## src/rtl/touch_pkg.sv

```systemverilog
// Shared state encoding and ADS7843-style command constants for the touch-screen ADC controller.
package touch_pkg;

    typedef enum logic [2:0] {
        ST_IDLE,
        ST_DEBOUNCE,
        ST_FRAME_X,
        ST_FRAME_Y,
        ST_PUBLISH,
        ST_GAP
    } touch_state_t;

    // start | channel | 8-bit mode | differential | power-down between conversions
    localparam logic [7:0] CMD_X = 8'hD8;
    localparam logic [7:0] CMD_Y = 8'h98;

    localparam int FRAME_DCLKS = 24;

endpackage

```

## src/rtl/touch_spi_frame.sv

```systemverilog
// Runs one 24-DCLK serial frame: shifts the command out MSB first and captures the 8-bit result.
module touch_spi_frame
    import touch_pkg::*;
#(
    parameter int CLK_DIV = 16
) (
    input  logic       sys_clk,
    input  logic       iRST_n,
    input  logic       start,
    input  logic [7:0] cmd,
    input  logic       adc_dout,
    output logic       done,
    output logic [7:0] result,
    output logic       adc_cs_n,
    output logic       adc_dclk,
    output logic       adc_din
);

    localparam int         DIV_W     = $clog2(CLK_DIV);
    localparam logic [DIV_W-1:0] DIV_LAST = DIV_W'(CLK_DIV - 1);
    localparam logic [5:0] HALF_LAST = 6'(2 * FRAME_DCLKS - 1);
    // rising edges of DCLK periods 10..17 happen when leaving half-periods 18..32
    localparam logic [5:0] SMP_FIRST = 6'd18;
    localparam logic [5:0] SMP_LAST  = 6'd32;

    typedef enum logic [1:0] {SPI_IDLE, SPI_RUN, SPI_TAIL} spi_state_t;

    spi_state_t       spi_state;
    logic [DIV_W-1:0] div_cnt;
    logic [5:0]       half_cnt;
    logic [7:0]       cmd_sr;

    always_ff @(posedge sys_clk) begin
        if (!iRST_n) begin
            spi_state <= SPI_IDLE;
            div_cnt   <= '0;
            half_cnt  <= '0;
            cmd_sr    <= '0;
            result    <= '0;
            done      <= 1'b0;
            adc_cs_n  <= 1'b1;
            adc_dclk  <= 1'b0;
            adc_din   <= 1'b0;
        end else begin
            done <= 1'b0;
            case (spi_state)
                SPI_IDLE: begin
                    if (start) begin
                        spi_state <= SPI_RUN;
                        adc_cs_n  <= 1'b0;
                        adc_din   <= cmd[7];
                        cmd_sr    <= {cmd[6:0], 1'b0};
                        div_cnt   <= '0;
                        half_cnt  <= '0;
                    end
                end
                SPI_RUN: begin
                    if (div_cnt == DIV_LAST) begin
                        div_cnt <= '0;
                        if (half_cnt == HALF_LAST) begin
                            half_cnt  <= '0;
                            spi_state <= SPI_TAIL;
                            adc_cs_n  <= 1'b1;
                            adc_dclk  <= 1'b0;
                            adc_din   <= 1'b0;
                        end else begin
                            half_cnt <= half_cnt + 6'd1;
                            adc_dclk <= ~half_cnt[0];
                            if (!half_cnt[0]) begin
                                if (half_cnt >= SMP_FIRST && half_cnt <= SMP_LAST)
                                    result <= {result[6:0], adc_dout};
                            end else begin
                                adc_din <= cmd_sr[7];
                                cmd_sr  <= {cmd_sr[6:0], 1'b0};
                            end
                        end
                    end else begin
                        div_cnt <= div_cnt + 1'b1;
                    end
                end
                SPI_TAIL: begin
                    // hold chip select high for a half-period before allowing the next frame
                    if (div_cnt == DIV_LAST) begin
                        div_cnt   <= '0;
                        spi_state <= SPI_IDLE;
                        done      <= 1'b1;
                    end else begin
                        div_cnt <= div_cnt + 1'b1;
                    end
                end
                default: spi_state <= SPI_IDLE;
            endcase
        end
    end

endmodule

```

## src/rtl/touch_adc_ctrl.sv

```systemverilog
// Touch-screen ADC sequencer: debounces pen-down, reads X/Y frame pairs, publishes coordinates.
// Define TOUCH_AVG_EN to publish the average of every four consecutive valid pairs.
//
// state    | meaning
// IDLE     | pen up, waiting for synchronized pen-down
// DEBOUNCE | pen must stay down DEBOUNCE_CYC cycles
// FRAME_X  | X conversion frame in progress
// FRAME_Y  | Y conversion frame in progress
// PUBLISH  | one cycle: load x/y, pulse new_coord_r
// GAP      | idle SAMPLE_GAP cycles before the next pair
module touch_adc_ctrl
    import touch_pkg::*;
#(
    parameter int CLK_DIV      = 16,
    parameter int DEBOUNCE_CYC = 1024,
    parameter int SAMPLE_GAP   = 4096
) (
    input  logic       sys_clk,
    input  logic       iRST_n,
    input  logic       penirq_n,
    input  logic       adc_dout,
    output logic       adc_cs_n,
    output logic       adc_dclk,
    output logic       adc_din,
    output logic [7:0] x,
    output logic [7:0] y,
    output logic       new_coord_r,
    output logic       transmit_en
);

    localparam int TMR_MAX = (DEBOUNCE_CYC > SAMPLE_GAP) ? DEBOUNCE_CYC : SAMPLE_GAP;
    localparam int TMR_W   = $clog2(TMR_MAX + 1);
    localparam logic [TMR_W-1:0] DEB_LOAD = TMR_W'(DEBOUNCE_CYC - 1);
    localparam logic [TMR_W-1:0] GAP_LOAD = TMR_W'(SAMPLE_GAP - 1);

    touch_state_t state;
    logic [TMR_W-1:0] tmr;
    logic             penirq_meta, penirq_sync, pen_down, pen_lost;
    logic             spi_start, spi_done;
    logic [7:0]       spi_cmd, spi_result, x_smp;
`ifdef TOUCH_AVG_EN
    logic [9:0]       sum_x, sum_y;
    logic [1:0]       avg_cnt;
`endif

    assign spi_cmd = (state == ST_FRAME_Y) ? CMD_Y : CMD_X;

    touch_spi_frame #(.CLK_DIV(CLK_DIV)) u_frame (
        .sys_clk  (sys_clk),
        .iRST_n   (iRST_n),
        .start    (spi_start),
        .cmd      (spi_cmd),
        .adc_dout (adc_dout),
        .done     (spi_done),
        .result   (spi_result),
        .adc_cs_n (adc_cs_n),
        .adc_dclk (adc_dclk),
        .adc_din  (adc_din)
    );

    always_ff @(posedge sys_clk) begin
        if (!iRST_n) begin
            state       <= ST_IDLE;
            tmr         <= '0;
            penirq_meta <= 1'b1;
            penirq_sync <= 1'b1;
            pen_down    <= 1'b0;
            pen_lost    <= 1'b0;
            spi_start   <= 1'b0;
            x_smp       <= '0;
            x           <= '0;
            y           <= '0;
            new_coord_r <= 1'b0;
            transmit_en <= 1'b0;
`ifdef TOUCH_AVG_EN
            sum_x       <= '0;
            sum_y       <= '0;
            avg_cnt     <= '0;
`endif
        end else begin
            penirq_meta <= penirq_n;
            penirq_sync <= penirq_meta;
            // the ADC disturbs PENIRQ while converting, so only trust it with CS high
            if (adc_cs_n)
                pen_down <= ~penirq_sync;
            spi_start   <= 1'b0;
            new_coord_r <= 1'b0;
            case (state)
                ST_IDLE: begin
`ifdef TOUCH_AVG_EN
                    sum_x   <= '0;
                    sum_y   <= '0;
                    avg_cnt <= '0;
`endif
                    if (pen_down) begin
                        state <= ST_DEBOUNCE;
                        tmr   <= DEB_LOAD;
                    end
                end
                ST_DEBOUNCE: begin
                    if (!pen_down) begin
                        state <= ST_IDLE;
                    end else if (tmr == '0) begin
                        state       <= ST_FRAME_X;
                        spi_start   <= 1'b1;
                        transmit_en <= 1'b1;
                        pen_lost    <= 1'b0;
                    end else begin
                        tmr <= tmr - 1'b1;
                    end
                end
                ST_FRAME_X: begin
                    if (!pen_down)
                        pen_lost <= 1'b1;
                    if (spi_done) begin
                        x_smp     <= spi_result;
                        state     <= ST_FRAME_Y;
                        spi_start <= 1'b1;
                    end
                end
                ST_FRAME_Y: begin
                    if (!pen_down)
                        pen_lost <= 1'b1;
                    if (spi_done) begin
                        if (!pen_down || pen_lost) begin
                            state       <= ST_IDLE;
                            transmit_en <= 1'b0;
                        end else begin
`ifdef TOUCH_AVG_EN
                            sum_x   <= sum_x + {2'b00, x_smp};
                            sum_y   <= sum_y + {2'b00, spi_result};
                            avg_cnt <= avg_cnt + 2'd1;
                            if (avg_cnt == 2'd3) begin
                                state <= ST_PUBLISH;
                            end else begin
                                state <= ST_GAP;
                                tmr   <= GAP_LOAD;
                            end
`else
                            state <= ST_PUBLISH;
`endif
                        end
                    end
                end
                ST_PUBLISH: begin
`ifdef TOUCH_AVG_EN
                    x     <= sum_x[9:2];
                    y     <= sum_y[9:2];
                    sum_x <= '0;
                    sum_y <= '0;
`else
                    x     <= x_smp;
                    y     <= spi_result;
`endif
                    new_coord_r <= 1'b1;
                    state       <= ST_GAP;
                    tmr         <= GAP_LOAD;
                end
                ST_GAP: begin
                    if (tmr == '0) begin
                        if (pen_down) begin
                            state     <= ST_FRAME_X;
                            spi_start <= 1'b1;
                            pen_lost  <= 1'b0;
                        end else begin
                            state       <= ST_IDLE;
                            transmit_en <= 1'b0;
                        end
                    end else begin
                        tmr <= tmr - 1'b1;
                    end
                end
                default: state <= ST_IDLE;
            endcase
        end
    end

endmodule

```

## config.mk

```make
export PLATFORM = sky130hd
export DESIGN_NAME = touch_adc_ctrl
export DESIGN_NICKNAME = d
export VERILOG_FILES = /design/src/rtl/touch_pkg.sv /design/src/rtl/touch_spi_frame.sv /design/src/rtl/touch_adc_ctrl.sv
export SDC_FILE = /design/constraint.sdc
export NUM_CORES = 1
export LEC_CHECK = 0
export ABC_CLOCK_PERIOD_IN_PS = 1800
export BUFFER_PORTS_ARGS = -buffer_cell sky130_fd_sc_hd__buf_2
export CAP_MARGIN = 20
export CELL_PAD_IN_SITES_DETAIL_PLACEMENT = 1
export CELL_PAD_IN_SITES_GLOBAL_PLACEMENT = 1
export CORE_MARGIN = 2
export CORE_UTILIZATION = 40
export DETAILED_ROUTE_END_ITERATION = 16
export PLACE_DENSITY = 0.79
export SLEW_MARGIN = 20
export SYNTH_ARGS = -nofsm -noshare
export SYNTH_HDL_FRONTEND = slang
export SYNTH_HIERARCHICAL = 1
export SYNTH_SLANG_ARGS = --single-unit
```

## constraint.sdc

```tcl
create_clock -name sys_clk -period 1.8 [get_ports sys_clk]
set_clock_uncertainty 0.1 [all_clocks]
set_input_delay 0.27 -clock sys_clk [delete_from_list [all_inputs] [get_ports sys_clk]]
set_output_delay 0.27 -clock sys_clk [all_outputs]
set_load 0.05 [all_outputs]
```

---- Word-level counts from Yosys, hierarchy flattened ----
Cells that the tools add are included.
storage, ports and cells
  bits in registers ....................... 79
  logic and storage cells ................. 145
  bits of input ports ..................... 4
  output and inout port bits .............. 21
operators by class
  multiplexer cells ....................... 62
  $lt $le $gt $ge ......................... 2
  equal/unequal tests ..................... 27
  reduce and logical (&&, ||, !) cells .... 27
  bitwise gates (word level) .............. 3
  $add $sub $neg .......................... 3
operators with widths
  cell                                                   count
  one-hot mux 13 bit (4 select lines)                    1
  two-way mux 13 bit                                     3
  two-way mux 8 bit                                      4
  two-way mux 1 bit                                      26
  two-way mux 3 bit                                      7
  two-way mux 6 bit                                      3
  inequality test 2 bit, second input constant           9
  one-hot mux 3 bit (6 select lines)                     1
  one-hot mux 8 bit (2 select lines)                     1
  AND reduction 5 bit                                    3
  inequality test 2 x 1 -> 1 bit, second input constant  7
  zero test 13 bit                                       1
  subtractor 13 x 1 -> 13 bit, second input constant     1
  one-hot mux 6 bit (2 select lines)                     1
  AND reduction 4 bit                                    3
  two-way mux 2 bit                                      5
  one-hot mux 1 bit (3 select lines)                     3
  two-way mux 4 bit                                      2
  one-hot mux 4 bit (2 select lines)                     1
  AND reduction 2 bit                                    4
  two-way mux 7 bit                                      1
  AND reduction 7 bit                                    1
  adder 6 x 1 -> 6 bit, second input constant            1
  == test 3 x 2 -> 1 bit, second input constant          2
  25 further kinds                                       33

---- Logic depth before layout (Yosys ltp) ----
Gate-level depths: netlist (run 1).
  depth in word-level cells ............... 5
  gate-level depth with buffers ........... 8
  depth with buffers taken out ............ 7

---- Hierarchy ----
The synthesis (run 1) kept the hierarchy.
modules (own cells, without submodules)
  module           times used  sequential area each (µm²)  area each (µm²)  cells each
  touch_adc_ctrl   1           940.9                       2133.3           249
  touch_spi_frame  1           620.6                       1639.1           174

---- Worst setup path after synthesis (run 1) ----
Ideal clock, no wire load.
  kind .................................... flip-flop to flip-flop
  start ................................... reg u_frame.half_cnt[0]
  end ..................................... reg u_frame.cmd_sr[7]
  data arrival time ....................... 1628 ps
  stages on the path, launching flop included .. 7
  data required time ...................... 1613 ps
  buffers on the path ..................... 1
  path slack .............................. -15 ps
  library setup time ...................... 87 ps
  period minus slack after synthesis ...... 1815 ps
  cells stage by stage .................... dfxtp_1 ha_1 nand3_2 or2_0 buf_6 a31o_4 a221oi_2
between the ends
  word-level cells in the longest chain between the ends .. 3
  elaborated cells on any way between the ends .. 4
  classes of those cells .................. eq/ne: 3; reduce/logical: 1
ends and longest elaborated chain
  item                               RTL line               RTL
  start, declared                    touch_spi_frame.sv:30  logic [5:0] half_cnt;
  start signal, assigned             touch_spi_frame.sv:67  half_cnt <= half_cnt + 6'd1;
  == test 6 bit                      touch_spi_frame.sv:60  if (half_cnt == HALF_LAST) begin
  inequality test 2 bit (no line)    -
  AND reduction 5 bit (no line) (*)  -
  end signal, assigned               touch_spi_frame.sv:52  cmd_sr <= {cmd[6:0], 1'b0};
  end signal, assigned               touch_spi_frame.sv:74  cmd_sr <= {cmd_sr[6:0], 1'b0};
  end, declared                      touch_spi_frame.sv:31  logic [7:0] cmd_sr;
Mark *: on every way between the ends. The rest lies on a longest branch, timed or not.
A chain may end at the register's enable or synchronous reset.

---- Final worst setup path (run 1) ----
  start ................................... reg tmr[1]
  end ..................................... reg pen_lost
between the ends
  word-level cells in the longest chain between the ends .. 3
  elaborated cells on any way between the ends .. 4
  classes of those cells .................. eq/ne: 2; reduce/logical: 2
ends and longest elaborated chain
  item                               RTL line                                      RTL
  start, declared                    touch_adc_ctrl.sv:37                          logic [TMR_W-1:0] tmr;
  start signal, assigned             touch_adc_ctrl.sv:109                         tmr <= tmr - 1'b1;
  start signal, assigned             touch_adc_ctrl.sv:170                         tmr <= tmr - 1'b1;
  zero test 13 bit (*)               touch_adc_ctrl.sv:103, touch_adc_ctrl.sv:160
  inequality test 2 bit (no line)    -
  AND reduction 6 bit (no line) (*)  -
  end signal, assigned               touch_adc_ctrl.sv:107                         pen_lost <= 1'b0;
  end signal, assigned               touch_adc_ctrl.sv:114                         pen_lost <= 1'b1;
  end signal, assigned               touch_adc_ctrl.sv:164                         pen_lost <= 1'b0;
  end, declared                      touch_adc_ctrl.sv:38                          logic penirq_meta, penirq_sync, pen_down, pen_lost;
Marked as above.

==> summary.md, run 1 <==
| Metric | Value |
|---|---|
| Status | finished, violations left |
| Failing checks | negative setup slack |
| H-Tree Depth | 3 |
| Root Driver | clkbuf_8 |
| Crit path cell chain | inv_1, ha_2, nor3b_4, nand4_1, buf_4, or3_4, nand2_2, a21boi_1 |
| IO Port Bufs | 24 |
| Setup WS post-layout | -12.1 ps |
| Post-placement cell count | 581 |
| Max Clk Rate | 0.552 GHz |
| Io pins | 25 |
| Distinct cells, synth | 65 |
| P per Cell Area | 806 nW/µm² |
| Routed Antenna Nets | 0 |
| Setup-failing EPs final | 3 |
| Max-slew violations | 0 |
| Initial antenna violation count | 0 |
| CP peak stage delay | 360 ps |
| Initial Utilization | 41.0% |
| CP startpoint kind | flop |
| Cell family with most CP delay | simple AND/OR/NAND/NOR gates |
| Max cap viols | 0 |
| DRC violations left | 0 |
| Later-pin clock latency in the skew report | 350 ps |
| Site Rows | 35 |
| Fillers | 1088 |
| Die ar. | 10200 µm² |
| CP Capture Type | flop |
| DR iter-0 viols | 75 |
| HP Class | input port to flop |
| Clock Tree Buf Depth | 2 |
| Critical path required time | 1940 ps |
| Synth Instances | 423 |
| Commonest non-fill, non-tap cell in the layout | nand2_1 |
| Layout Nets | 502 |
| LEAKAGE | 0.00181 µW |
| Buf/Inv on CP | 2 |
| Avg Vias per Cell | 5.48 |
| Cts bufs inserted | 9 |
| Total global-route track usage | 19.8% |
| Mapped Avg Cell Area | 8.92 µm² |
| Area fraction of the dominant cell type after synthesis | 41.4% |
| Post-route clock period utilization | 101% |
| 1st-pass router iterations | 4 |
| Clk slew on worst S/H paths | 90 ps |
| Setup CP Type | flop to flop |
| WL final | 9.86 mm |
| Yosys Warn Count | 6 |
| Asr flop ratio synth | 0% |
| Place WS | -123 ps |
| # diodes | 0 |
| Register area share after synthesis | 41.4% |
| GR Overflow Total | 0 |
| Layout cells sized above 1 | 29.4% |
| Layout Cells excl Fill | 608 |
| DIE WIDTH | 101 µm |
| Top cells by area in the synthesized netlist | dfxtp_1 (41%), nand2_1 (8.2%), mux2i_1 (4.8%) |
| Crit path arrival time | 1950 ps |
| Area Overhead vs Synth | 24.3% |
| DIE HEIGHT | 101 µm |
| Routed WL per cell | 16.2 µm |
| Routability Congestion | 0.845 |
| Synthesized cell area | 3770 µm² |
| Vias | 3332 |
| Commonest non-fill, non-tap cells in the layout | nand2_1 (80), dfxtp_1 (73), buf_4 (49), buf_2 (24), nor2_1 (20) |
| Core area | 9200 µm² |
| Pin count of the biggest net entering global routing | 49 |
| CTS tree | built |
| Worst path slowest cell | or3_4 |
| Dominant cell type by area after synthesis | dfxtp_1 |
| Crit Path Max Fanout | 3 |
| CTS Sinks | 78 |
| Unrepaired setup endpoints after global routing | true |
| Synth Flop Type | dfxtp_1 |
| Vias in the first global route | 3393 |
| Post-synth EDFFs | 0 |
| Worst VDD drop | 0.000423 V |
| Period minus WS final | 1810 ps |
| Synthesized flop and latch total | 78 |
| Endpoints failing hold | 0 |
| Global-route wire length before repair | 16.1 mm |
| Hpwl dp | 6.46 mm |
-- state kept, by name, summed over array words and instances (netlist names), 2 cells and up --
name and flops:
state 3, tmr 13, u_frame/cmd_sr 7, u_frame/div_cnt 4, u_frame/half_cnt 6, u_frame/result 8
u_frame/spi_state 2, x 8, x_smp 8, y 8
-- power by group --
part	leakage [µW]	switching, µW	internal [µW]
combinational	0.00107	327	299
sequential	0.000633	29.1	1750
clock	0.000104	711	660
total	0.00181	1070	2710
-- routing by layer --
metal	track usage [%]	share of wire (%)	routed length, µm
met1	24.0	43	4250
met4	7.07	2.4	232
met2	34.8	52	5150
met3	3.74	2.3	226
met5	0	0	0
-- worst min-delay path: cells and delay by family --
kind / cells / cell delay [ps]
buffers and inverters: 1 / 100
and+or+nand+nor: 1 / 40
muxes: 1 / 50
-- repair_timing --
| item | CTS | global route |
|---|---|---|
| pin swaps | 3 | 8 |
| endpoints found under the setup margin | 30 | 39 |
| hold buffers | 1 | 0 |
| endpoints found under the hold margin | 1 | 0 |
| resized for setup | 19 | 22 |
| buffers inserted | 2 | 10 |
-- cell type report --
cell class              count  area [µm²]  area share, %
repair buffers             76         538           11.5
multi-input cells         317        2190           46.8
clock buffers               9         124           2.64
flip-flops and latches     78        1570           33.5
inverters                  10        42.5          0.907
well taps                 111         139           2.96
clock inverters             7        82.6           1.76
-- Yosys cell counts, types with 9 or more instances --
cell,n
nand2_1,82
dfxtp_1,78
nor2_1,20
mux2i_1,18
a21boi_0,16
clkbuf_1,14
a21oi_1,13
o21ai_0,13
a21boi_1,12
inv_1,10
nand3_1,9
o21a_1,9
-- cell families (layout without fill, tap and decap cells) --
logic type	count (synthesis)	in the layout	share of synthesized area [%]
adder cells (fa/ha/maj)	6	6	1.99
buffers and inverters	33	102	4.15
flip-flops	78	78	41.4
AND/OR/NAND/NOR	172	172	24.1
AO/OA/AOI/OAI	103	103	20.7
multiplexers	20	20	5.37
other	2	7	0.199
XOR/XNOR	9	9	2.09
-- worst paths after layout --
check              startpoint                 to  slack [ps]  cells after the start
setup / recovery       tmr[1]           pen_lost         -10                      8
hold / removal       adc_dout  u_frame/result[0]          50                      3
setup reg to reg       tmr[1]           pen_lost         -10                      8
hold reg to reg   penirq_meta        penirq_sync         310                      1
-- stage by stage --
step                power, µW  TNS [ps]  util, %  hold slack, ps  cell area (µm²)
floorplan                2160     -8.13        -             271             3790
global placement         2300     -3.20     46.2             299             4250
detailed placement       2320     -1060     46.2             302             4250
CTS                      3750         0     49.4            32.8             4540
global route             3960     -1000     51.0            83.1             4690
finish                   3780     -20.2     51.0            51.8             4690
Note: power is estimated with default switching activity, not from simulation.
==> inputs of run 2 (changes only) <==
--- a/config.mk
+++ b/config.mk
@@ -7,13 +7,12 @@
 export LEC_CHECK = 0
 export ABC_CLOCK_PERIOD_IN_PS = 1800
 export BUFFER_PORTS_ARGS = -buffer_cell sky130_fd_sc_hd__buf_2
-export CAP_MARGIN = 20
 export CELL_PAD_IN_SITES_DETAIL_PLACEMENT = 1
 export CELL_PAD_IN_SITES_GLOBAL_PLACEMENT = 1
 export CORE_MARGIN = 2
 export CORE_UTILIZATION = 40
 export DETAILED_ROUTE_END_ITERATION = 16
-export PLACE_DENSITY = 0.79
+export PLACE_DENSITY = 0.78
 export SLEW_MARGIN = 20
 export SYNTH_ARGS = -nofsm -noshare
 export SYNTH_HDL_FRONTEND = slang
==> summary.md, run 2 (synthesized netlist as in run 1, its figures left out) <==
| Metric | Value |
|---|---|
| Later-pin clock latency in the skew report | 360 ps |
| # diodes | 0 |
| Layout Cells excl Fill | 602 |
| R2R Path Start | tmr[0] |
| WL final | 9.37 mm |
| P per Cell Area | 781 nW/µm² |
| Max-slew violations | 0 |
| Setup CP Type | flop to flop |
| Max FFs per register | 13 |
| Initial antenna violation count | 0 |
| Setup WS post-layout | -20.7 ps |
| Cell family with most CP delay | simple AND/OR/NAND/NOR gates |
| DRC violations left | 0 |
| Hpwl dp | 6.52 mm |
| DIE WIDTH | 101 µm |
| Vias in the first global route | 3300 |
| Fillers | 1110 |
| Cts bufs inserted | 9 |
| CTS tree | built |
| CP startpoint kind | flop |
| Avg Vias per Cell | 5.35 |
| Crit Reg-Reg Endpoint | tmr[9] |
| Clock network power share | 34.6% |
| Initial Utilization | 41.0% |
| Root Driver | clkbuf_8 |
| LEAKAGE | 0.00175 µW |
| GR Overflow Total | 0 |
| DIE HEIGHT | 101 µm |
| IO Port Bufs | 24 |
| Vias | 3222 |
| Worst Reg-to-Reg Cells | 5 |
| Core area | 9200 µm² |
| Int Pwr | 2530 µW |
| Global-route wire length before repair | 15.9 mm |
| Setup-failing EPs final | 3 |
| Clock Tree Buf Depth | 2 |
| Layout cells sized above 1 | 28.1% |
| Site Rows | 35 |
| Crit path cell chain | or4_4, nor4_4, nand4_1, xnor2_1, o21a_1 |
| CTS Sinks | 78 |
| Worst path slowest cell | or4_4 |
| Routability Congestion | 0.828 |
| Max Clk Rate | 0.549 GHz |
| H-Tree Depth | 3 |
| Critical Path Sink | tmr[9] |
| 1st-pass router iterations | 4 |
| Routed WL per cell | 15.6 µm |
| Failing checks | negative setup slack |
| Unrepaired setup endpoints after global routing | true |
| Post-route clock period utilization | 101% |
| Period minus WS final | 1820 ps |
| Beginning of the critical path | tmr[0] |
| HP Class | input port to flop |
| Pin count of the biggest net entering global routing | 47 |
| Largest Register | tmr |
| Area Overhead vs Synth | 21.9% |
| Clk slew on worst S/H paths | 100 ps |
| Crit path arrival time | 1990 ps |
| DR iter-0 viols | 61 |
| Max cap viols | 0 |
| Cell depth of the worst setup path | 5 |
| Status | finished, violations left |
| Net Sw Frac | 29.4% |
| Buf/Inv on CP | 0 |
| CP peak stage delay | 570 ps |
| Die ar. | 10200 µm² |
| Layout Nets | 496 |
| Post-placement cell count | 577 |
| Routed Antenna Nets | 0 |
| Critical path required time | 1960 ps |
| Comb power frac | 15.7% |
| Total global-route track usage | 19.5% |
| Worst VDD drop | 0.000339 V |
| Commonest non-fill, non-tap cells in the layout | nand2_1 (80), dfxtp_1 (71), buf_4 (42), buf_2 (24), nor2_1 (20) |
| Crit Path Max Fanout | 3 |
| Sequential share of power | 49.7% |
| Io pins | 25 |
| Psw | 1050 µW |
| Endpoints failing hold | 0 |
| CP Capture Type | flop |
| R2R Setup Slk | -20 ps |
| Overall Power | 3590 µW |
| Commonest non-fill, non-tap cell in the layout | nand2_1 |
## run 2: changes by cell type in the layout (fill, tap and decap cells not counted), moves of 2 or more
| cell | before | now |
|---|---|---|
| a211oi_1 | 0 | 2 |
| clkinvlp_4 | 0 | 3 |
| clkinv_4 | 4 | 1 |
| inv_1 | 8 | 6 |
| o21ai_1 | 6 | 4 |
| a211oi_2 | 2 | 0 |
| buf_4 | 49 | 42 |
| dfxtp_1 | 73 | 71 |
| inv_2 | 0 | 2 |
## run 2: layout make-up
class / count / area [µm²] / share of cell area [%]
clock inverter: 7 / 57.6 / 1.25
timing repair buffer: 70 / 492 / 10.7
sequential: 78 / 1580 / 34.3
multi-input combinational: 317 / 2170 / 47.1
tap: 111 / 139 / 3.02
inverter: 10 / 42.5 / 0.925
clock buffer: 9 / 124 / 2.69
## run 2: worst min path at each step
stage / cells after the start / slack [ps] / end / from
after floorplan: 1 / 270 / penirq_meta / penirq_n
after global placement: 1 / 300 / penirq_sync / penirq_meta
after detailed placement: 1 / 300 / penirq_sync / penirq_meta
after CTS: 3 / 30 / u_frame/result[0] / adc_dout
after global routing: 3 / 60 / u_frame/result[0] / adc_dout
final: 3 / 40 / u_frame/result[0] / adc_dout
## run 2: metal layers
layer	vias to the layer above	track usage, %	share of wire, %	routed length, µm
met4	0	5.51	1.0	98
met5	-	0	0	0
met1	1573	24.7	47	4360
li1	1603	-	-	-
met2	39	33.5	50	4680
met3	7	4.16	2.5	233
## run 2: stage by stage
step           setup TNS (ps)  util [%]  cell area [µm²]  worst slack (ps)  hold slack (ps)
2_1_floorplan           -8.13         -             3790             -8.13              271
3_5_place_dp            -1170      45.9             4220              -151              300
6_report                -43.8      50.0             4600             -20.7             43.9
4_1_cts                  -120      49.0             4510             -48.9             30.4
3_3_place_gp            -95.2      45.9             4220             -31.3              303
5_1_grt                  -619      50.0             4600              -129             58.3
## run 2: power by group through the flow
stage / sequential [µW] / clock (µW) / combinational (µW)
finish: 1780 / 1240 / 563
global route: 1790 / 1370 / 615
CTS: 1790 / 1290 / 533
detailed placement: 1820 / 0 / 481
global placement: 1820 / 0 / 466
floorplan: 1820 / 0 / 334
## run 2: timing repair
action	CTS	global route
setup buffers	2	6
gates resized for setup	24	15
hold endpoints to repair	1	0
setup endpoints to repair	30	33
pin swaps	9	8
hold buffers	1	0
## run 2: worst reg2reg max path: cells and delay by family, from the launching register on
family	cells	cell delay [ps]
DFF	1	340
xor gates and xnor gates	1	150
and+or+nand+nor	3	970
AOI/OAI and AO/OA	1	170
==> inputs of run 3 (changes only) <==
--- a/config.mk
+++ b/config.mk
@@ -9,10 +9,12 @@
 export BUFFER_PORTS_ARGS = -buffer_cell sky130_fd_sc_hd__buf_2
 export CELL_PAD_IN_SITES_DETAIL_PLACEMENT = 1
 export CELL_PAD_IN_SITES_GLOBAL_PLACEMENT = 1
+export CORE_ASPECT_RATIO = 1.25
 export CORE_MARGIN = 2
 export CORE_UTILIZATION = 40
+export CTS_CLUSTER_SIZE = 12
 export DETAILED_ROUTE_END_ITERATION = 16
-export PLACE_DENSITY = 0.78
+export PLACE_DENSITY_LB_ADDON = 0.3
 export SLEW_MARGIN = 20
 export SYNTH_ARGS = -nofsm -noshare
 export SYNTH_HDL_FRONTEND = slang
==> summary.md, run 3 (synthesized netlist as in run 1, its figures left out) <==
| Metric | Value |
|---|---|
| Layout cells sized above 1 | 30.1% |
| CTS tree | built |
| Crit path arrival time | 2010 ps |
| Core area | 9170 µm² |
| DIE WIDTH | 90.9 µm |
| Routed WL per cell | 15.7 µm |
| Worst Reg-to-Reg Cells | 5 |
| Global-route wire length before repair | 15.9 mm |
| Cts bufs inserted | 9 |
| Max FFs per register | 13 |
| Psw | 1110 µW |
| Hold Path Depth | 2 |
| Hold WS | 17.5 ps |
| Clock Tree Buf Depth | 2 |
| Total global-route track usage | 19.4% |
| Endpoints failing hold | 0 |
| Failing checks | negative setup slack |
| Multi-input gate area | 2210 µm² |
| Crit Path Max Fanout | 4 |
| Avg Vias per Cell | 5.22 |
| Routability Congestion | 0.796 |
| Commonest non-fill, non-tap cells in the layout | nand2_1 (80), dfxtp_1 (73), buf_4 (49), buf_2 (24), nor2_1 (20) |
| CP startpoint kind | flop |
| LEAKAGE | 0.00186 µW |
| CTS Sinks | 78 |
| Sequential share of power | 42.2% |
| Clock network power share | 43.6% |
| Initial Utilization | 41.1% |
| Layout Nets | 504 |
| Routed Antenna Nets | 0 |
| Later-pin clock latency in the skew report | 340 ps |
| Site Rows | 39 |
| Vias | 3245 |
| Die ar. | 10200 µm² |
| IO Port Bufs | 24 |
| DIE HEIGHT | 113 µm |
| # diodes | 0 |
| GR Overflow Total | 0 |
| Max Clk Rate | 0.533 GHz |
| H-Tree Depth | 3 |
| Period minus WS final | 1880 ps |
| Max cap viols | 0 |
| CP Capture Type | flop |
| Max-slew violations | 0 |
| Root Driver | clkbuf_16 |
| Commonest non-fill, non-tap cell in the layout | nand2_1 |
| Place WS | -79.6 ps |
| Vias in the first global route | 3354 |
| Area Overhead vs Synth | 27.8% |
| HP Class | input port to flop |
| P per Cell Area | 876 nW/µm² |
| Initial antenna violation count | 0 |
| DR iter-0 viols | 68 |
| Pin count of the biggest net entering global routing | 23 |
| Post-placement cell count | 599 |
| Worst VDD drop | 0.000559 V |
| Critical path required time | 1930 ps |
| Post-route cell area | 4820 µm² |
| Cell Area, Placed | 4310 µm² |
| Setup WS post-layout | -75.9 ps |
| Comb power frac | 14.3% |
| Int Pwr | 3120 µW |
| Setup CP Type | flop to flop |
| Largest Register | tmr |
| Register area | 1570 µm² |
| Status | finished, violations left |
| Io pins | 25 |
| Layout Cells excl Fill | 622 |
| Clk slew on worst S/H paths | 60 ps |
| Setup TNS | -148 ps |
| 1st-pass router iterations | 4 |
| Setup-failing EPs final | 4 |
| DRC violations left | 0 |
| Hold buffer count at cts | 0 |
| Unrepaired setup endpoints after global routing | true |
| Post-route clock period utilization | 104% |
| WL final | 9.78 mm |
| Hpwl dp | 6.73 mm |
| Net Sw Frac | 26.2% |
| Fillers | 1086 |
[run 3: critical path, stage by stage, from the launching register on]
cell	delay, ps
dfxtp_1	330
nor3_2	420
nand4_1	310
or3_4	480
nand2_2	80
a21boi_2	40
[run 3: metrics by stage]
step / total power [µW] / utilization (%)
3_3_place_gp: 2300 / 47.0
2_1_floorplan: 2160 / -
4_1_cts: 4170 / 50.7
6_report: 4220 / 52.6
5_1_grt: 4370 / 52.6
3_5_place_dp: 2320 / 47.0
[run 3: path summary, 6_finish.rpt]
path	from	end	slack (ps)
min reg2reg	penirq_meta	penirq_sync	310
max reg2reg	tmr[4]	pen_lost	-80
min	penirq_n	penirq_meta	20
max	tmr[4]	pen_lost	-80
[run 3: power groups by stage]
stage	sequential [µW]	combinational (µW)	clock (µW)
2_1_floorplan	1820	334	0
3_5_place_dp	1820	498	0
5_1_grt	1780	653	1930
6_report	1780	602	1840
3_3_place_gp	1820	482	0
4_1_cts	1780	520	1870
[run 3: layout make-up]
type                    count  area share, %
well taps                 123           3.19
flip-flops and latches     78           32.6
multi-input cells         318           45.8
clock buffers              10           4.75
repair buffers             77           11.4
inverters                  10          0.779
clock inverters             6           1.48
[run 3: what timing repair did]
action,CTS,global route
buffers inserted,2,4
resized for setup,9,33
endpoints found under the hold margin,0,0
endpoints found under the setup margin,23,49
pin swaps,0,13
gates cloned,0,1
[run 3: routing by layer]
metal	part of all wire [%]	track usage [%]	vias to the layer above
li1	-	-	1620
met1	43	21.8	1568
met2	53	35.5	42
met3	2.6	3.69	15
met4	2.1	8.48	0
met5	0	0	-
